`src/rtl/csa_pkg.sv`:
```
// Shared constants for the pipelined 32-bit carry-skip adder.
package csa_pkg;
    localparam int ADD_W    = 32;
    localparam int LO_W_DEF = 14;
    localparam int HI_W_DEF = 18;
endpackage

```
`src/rtl/skip_seg.sv`:
```
// Carry-skip segment: ripple adds the slice. When every bit propagates,
// the carry out is taken straight from the carry in.
module skip_seg
#(
    parameter int W = 18
)
(
    input  logic [W-1:0] a,
    input  logic [W-1:0] b,
    input  logic         ci,
    input  logic         p,
    output logic [W-1:0] s,
    output logic         co
);
    logic w_rc;

    // ripple sum of the segment plus its natural carry out
    assign {w_rc, s} = {1'b0, a} + {1'b0, b} + {{W{1'b0}}, ci};

    // skip mux: a fully propagating group passes ci unchanged
    assign co = p ? ci : w_rc;
endmodule

```
`src/rtl/csa_pipe_add32.sv`:
```
// Two-stage pipelined 32-bit adder with a carry-skip upper segment and
// valid/ready handshakes on both sides.
// Optional feature: define CSA_PIPE_OVF_EN to add the registered signed
// overflow output ovf.
module csa_pipe_add32
    import csa_pkg::*;
#(
    parameter int LO_W = LO_W_DEF,
    parameter int HI_W = HI_W_DEF
)
(
    input  logic             clk,
    input  logic             rst,
    input  logic             in_valid,
    output logic             in_ready,
    input  logic [ADD_W-1:0] a,
    input  logic [ADD_W-1:0] b,
    input  logic             cin,
    output logic             out_valid,
    input  logic             out_ready,
    output logic [ADD_W-1:0] sum,
    output logic             cout
`ifdef CSA_PIPE_OVF_EN
    ,
    output logic             ovf
`endif
);
    // stage 1 state
    logic            r_s1_valid;
    logic [LO_W-1:0] r_s1_lo_sum;
    logic            r_s1_c_lo;
    logic [HI_W-1:0] r_s1_a_hi;
    logic [HI_W-1:0] r_s1_b_hi;
    logic            r_s1_p;

    // stage 2 state
    logic             r_out_valid;
    logic [ADD_W-1:0] r_sum;
    logic             r_cout;

    logic            w_s2_adv;
    logic            w_c_lo;
    logic [LO_W-1:0] w_lo_sum;
    logic [HI_W-1:0] w_hi_sum;
    logic            w_hi_co;

    // stage 2 can take new data when empty or being drained this cycle
    assign w_s2_adv  = ~r_out_valid | out_ready;
    assign in_ready  = ~r_s1_valid | w_s2_adv;
    assign out_valid = r_out_valid;
    assign sum       = r_sum;
    assign cout      = r_cout;

    // low segment sum and carry from the live operands
    assign {w_c_lo, w_lo_sum} = {1'b0, a[LO_W-1:0]} + {1'b0, b[LO_W-1:0]}
                              + {{LO_W{1'b0}}, cin};

    // stage 1: capture low result, high slices and group propagate
    always_ff @(posedge clk or posedge rst) begin
        if (rst) begin
            r_s1_valid  <= 1'b0;
            r_s1_lo_sum <= '0;
            r_s1_c_lo   <= 1'b0;
            r_s1_a_hi   <= '0;
            r_s1_b_hi   <= '0;
            r_s1_p      <= 1'b0;
        end else if (in_ready) begin
            r_s1_valid <= in_valid;
            if (in_valid) begin
                r_s1_lo_sum <= w_lo_sum;
                r_s1_c_lo   <= w_c_lo;
                r_s1_a_hi   <= a[ADD_W-1:LO_W];
                r_s1_b_hi   <= b[ADD_W-1:LO_W];
                r_s1_p      <= &(a[ADD_W-1:LO_W] ^ b[ADD_W-1:LO_W]);
            end
        end
    end

    skip_seg #(.W(HI_W)) u_hi (
        .a  (r_s1_a_hi),
        .b  (r_s1_b_hi),
        .ci (r_s1_c_lo),
        .p  (r_s1_p),
        .s  (w_hi_sum),
        .co (w_hi_co)
    );

    // stage 2: register the full result; hold while the consumer stalls
    always_ff @(posedge clk or posedge rst) begin
        if (rst) begin
            r_out_valid <= 1'b0;
            r_sum       <= '0;
            r_cout      <= 1'b0;
        end else if (w_s2_adv) begin
            r_out_valid <= r_s1_valid;
            if (r_s1_valid) begin
                r_sum  <= {w_hi_sum, r_s1_lo_sum};
                r_cout <= w_hi_co;
            end
        end
    end

`ifdef CSA_PIPE_OVF_EN
    logic r_ovf;
    logic w_ovf;

    // operand signs come from the stage-1 high slices, result sign from the new sum
    assign w_ovf = (r_s1_a_hi[HI_W-1] == r_s1_b_hi[HI_W-1]) &
                   (w_hi_sum[HI_W-1] != r_s1_a_hi[HI_W-1]);
    assign ovf   = r_ovf;

    // overflow flag registered alongside sum
    always_ff @(posedge clk or posedge rst) begin
        if (rst)
            r_ovf <= 1'b0;
        else if (w_s2_adv && r_s1_valid)
            r_ovf <= w_ovf;
    end
`endif
endmodule

```
`config.mk`:
```
export PLATFORM = sky130hd
export DESIGN_NAME = csa_pipe_add32
export DESIGN_NICKNAME = d
export VERILOG_FILES = /design/src/rtl/csa_pkg.sv /design/src/rtl/skip_seg.sv /design/src/rtl/csa_pipe_add32.sv
export SDC_FILE = /design/constraint.sdc
export NUM_CORES = 1
export LEC_CHECK = 0
export BUFFER_PORTS_ARGS = -buffer_cell sky130_fd_sc_hd__buf_2
export CAP_MARGIN = 20
export CORE_MARGIN = 1
export CORE_UTILIZATION = 25
export DETAILED_ROUTE_END_ITERATION = 12
export SLEW_MARGIN = 20
export SYNTH_ARGS = -nofsm -noshare
export SYNTH_HDL_FRONTEND = slang
export SYNTH_HIERARCHICAL = 1
export SYNTH_SLANG_ARGS = --single-unit
```
`constraint.sdc`:
```
create_clock -name clk -period 2.3 [get_ports clk]
set_input_delay 0.23 -clock clk [delete_from_list [all_inputs] [get_ports clk]]
set_output_delay 0.23 -clock clk [all_outputs]
set_load 0.01 [all_outputs]
```
==> key figures <==
Outcome
  – Outcome: finished with violations
  – Violated checks: negative setup slack

Worst setup path
  – Flop2flop setup slack: -0.06 ns
  – WS Path Type: flop to flop
  – Crit path launch: r_s1_a_hi[0]
  – CP endpoint kind: flop
  – Crit-path cells: inv_2 -> fa_2 -> buf_6 -> nor2b_4 -> o2111ai_4 -> a2111oi_4 -> buf_4 -> nor4_2 -> xnor2_1 -> mux2_4
  – Buf/Inv on CP: 3
  – Arrival @ worst endpoint: 2.60 ns
  – Slowest cell on crit path: fa_2
  – R2r endpoint: sum[27]
  – Worst setup SP type: flop
  – Crit path max fanout: 2
  – WP depth: 10
  – Reg2Reg Depth: 10
  – Critical Path RT: 2.53 ns
  – Crit path to: sum[27]
  – Max stage delay on crit path: 0.41 ns
  – Worst R2R Start: r_s1_a_hi[0]
  – Delay-heaviest family, CP: compound AO/OA/AOI/OAI gates

Route
  – Vias: 4,392
  – First drt pass iteration count: 4
  – Final ANT Viol Nets: 0
  – Post-Route WL: 13,700 um
  – First DRT Iteration DRCs: 271
  – DRC viols: 0
  – Via/cell ratio: 4.65
  – Wire per inst: 14.5 um

Clock tree
  – Worst-path clk slew: 0.07 ns
  – CTS buffer count: 9
  – Clock Tree Root: clkbuf_16
  – Clk_lat worst skew: 0.34 ns
  – Deepest clock path buffer count: 2
  – Clock sink count: 87
  – H-Tree Depth: 3
  – CTS tree: yes

Synth
  – Post-synthesis sequential area ratio: 0.422
  – Mapped Area: 5150 um2
  – Top_reg_cell synth: dfrtp_1
  – Avg Inst Size Synth: 9.46 um2
  – Yosys warns: 6
  – FF+latch count, synth: 87
  – Asr flop ratio synth: 1.00
  – Number of flops mapped to enable cells by yosys: 0
  – Post-Syn Nets: 648
  – Count leader, synth: nand2_1
  – Synth top area cells: dfrtp_1 (42%), nand2_1 (11%), ha_1 (7.3%)
  – Yosys cell types: 58
  – Synth area leader: dfrtp_1
  – Top cell type's share of synthesized area: 0.422
  – Synth cell count leaders: nand2_1 (150), dfrtp_1 (87), mux2_2 (33), ha_1 (30), xnor2_1 (28)
  – Synth Instances: 545

STA
  – Fmax: 0.423 GHz
  – Period utilisation layout: 1.03
  – Post-layout min period: 2.36 ns
  – Hold Fails Final Rpt: 0
  – PnR worst setup slack: -0.0645 ns
  – Slew Viols, Final: 0
  – Skew final: 0.0125 ns
  – Normalized max-slew margin: 0.666
  – Slew @ Worst Pin: 0.500 ns
  – Setup violators final: 6
  – RSZ-0062 raised after global routing: yes

Cells and area
  – Final core utilization: 0.324
  – Layout cells sized above 1: 0.305
  – Area growth syn-to-layout: 27.1%
  – Design area: 6550 um2
  – Final nets: 771

Global routing
  – First-pass GRT wire length: 22,700 um
  – Total Routing Usage GR: 0.135
  – Grt total ovfl: 0
  – Largest net degree at the start of global routing: 39
  – Initial antenna violation count: 3
  – Vias in the first global route: 4,302

Run
  – Max Cap Viol: 0

Power
  – Sw Ratio: 0.340
  – Sw power: 0.00196 W
  – Sequential share of power: 0.371
  – Clock share of power: 0.260
  – Pleak: 3.12 nW
  – Pwr/cell area: 881 nW/um2
  – Logic pwr share: 0.369
  – VDD IR max: 0.417 mV
  – Overall power: 0.00577 W
  – Cell Int Power: 0.00381 W

Min path
  – Worst hold path class: input port to flop

Die
  – Die extent in y: 146 um
  – Row count: 52
  – Core area: 20,200 um2
  – Die ar.: 21,200 um2
  – Die Width: 146 um
  – Initial Utilization: 0.255
  – Boundary Pins: 104

Place
  – Routability congestion estimate: 0.851
  – Area post-placement: 6120 um2
  – Count of input and output buffers: 103
  – Detailed placer's ending HPWL: 10,700 um
-- layer usage --
layer | global-route usage | part of all wire | vias up
li1 | - | - | 2143
met1 | 0.171 | 0.45 | 2123
met2 | 0.223 | 0.48 | 112
met3 | 0.0370 | 0.057 | 12
met4 | 0.0447 | 0.015 | 2
met5 | 0 | 0.00095 | -
-- worst min-delay path by stage --
stage / startpoint / end / slack, ns / cells past startpoint
after floorplan: a[14] / r_s1_a_hi[0] / 0.34 / 2
after global placement: rst / r_s1_lo_sum[0] / 0.29 / 2
after detailed placement: rst / r_s1_lo_sum[0] / 0.30 / 2
after CTS: a[27] / r_s1_a_hi[13] / 0.1 / 3
after global routing: b[18] / r_s1_b_hi[4] / 0.11 / 3
final: b[18] / r_s1_b_hi[4] / 0.10 / 3
-- repair_timing --
action | 4_1_cts | 5_1_grt
hold buffers | 1 | 0
resized for setup | 9 | 8
setup buffers | 3 | 2
pin swaps | 7 | 7
endpoints found under the setup margin | 9 | 10
endpoints found under the hold margin | 18 | 0
-- layout by cell type, fill, tap and decap left out, types with 5 or more instances in the layout --
cell type / instances
a21o_1: 10
a21oi_1: 24
buf_2: 103
buf_4: 25
clkbuf_16: 9
dfrtp_1: 87
ha_1: 30
inv_1: 13
mux2_2: 32
nand2_1: 149
nand2b_1: 7
nand3_1: 9
nor2_1: 12
nor3_1: 8
nor4_1: 5
o211ai_1: 7
o21a_1: 7
o21ai_0: 13
o31ai_1: 7
xnor2_1: 28
xor2_1: 7
-- registers in the layout, indices dropped and copies added (netlist names) --
signal,cells
cout,1
out_valid,1
r_s1_a_hi,18
r_s1_b_hi,18
r_s1_c_lo,1
r_s1_lo_sum,14
r_s1_p,1
r_s1_valid,1
sum,32
-- power groups by stage --
stage / clock [W] / sequential, W / combinational, W
detailed placement: 0 / 0.00218 / 0.00204
floorplan: 0 / 0.00224 / 0.00120
finish: 0.00150 / 0.00214 / 0.00213
global placement: 0 / 0.00217 / 0.00203
CTS: 0.00155 / 0.00215 / 0.00211
global route: 0.00161 / 0.00219 / 0.00235
-- cell families (layout without fill, tap and decap cells) --
| kind of cell | after synthesis | in the layout | share of synthesized area |
|---|---|---|---|
| other | 0 | 1 | 0 |
| AND/OR/NAND/NOR | 217 | 217 | 0.184 |
| XOR/XNOR | 35 | 35 | 0.0595 |
| buffers and inverters | 35 | 163 | 0.0274 |
| AO/OA/AOI/OAI | 103 | 103 | 0.144 |
| multiplexers | 34 | 34 | 0.0740 |
| adder cells (fa/ha/maj) | 34 | 34 | 0.0884 |
| flip-flops | 87 | 87 | 0.422 |
-- layout make-up --
| class | instances | area [um2] |
|---|---|---|
| Fill cell | 2121 | 13700 |
| Sequential cell | 87 | 2180 |
| Multi-Input combinational cell | 423 | 2920 |
| Clock buffer | 12 | 256 |
| Timing Repair Buffer | 131 | 744 |
| Tap cell | 270 | 338 |
| Antenna cell | 1 | 2.50 |
| Clock inverter | 4 | 51.3 |
| Inverter | 16 | 63.8 |
-- tightest hold or removal path: stages --
cell     delay [ns]
buf_2          0.09
nand2_1        0.04
nand2_1        0.05
-- through the flow --
step	TNS [ns]	hold WS [ns]	instances	worst slack, ns
finish	-0.221	0.105	944	-0.0645
global route	-1.04	0.108	943	-0.180
CTS	-0.00513	0.0974	941	-0.00477
detailed placement	-0.655	0.300	921	-0.150
global placement	-0.388	0.295	921	-0.112
floorplan	0	0.335	545	0.00548
(Power assumes the default switching activity.)
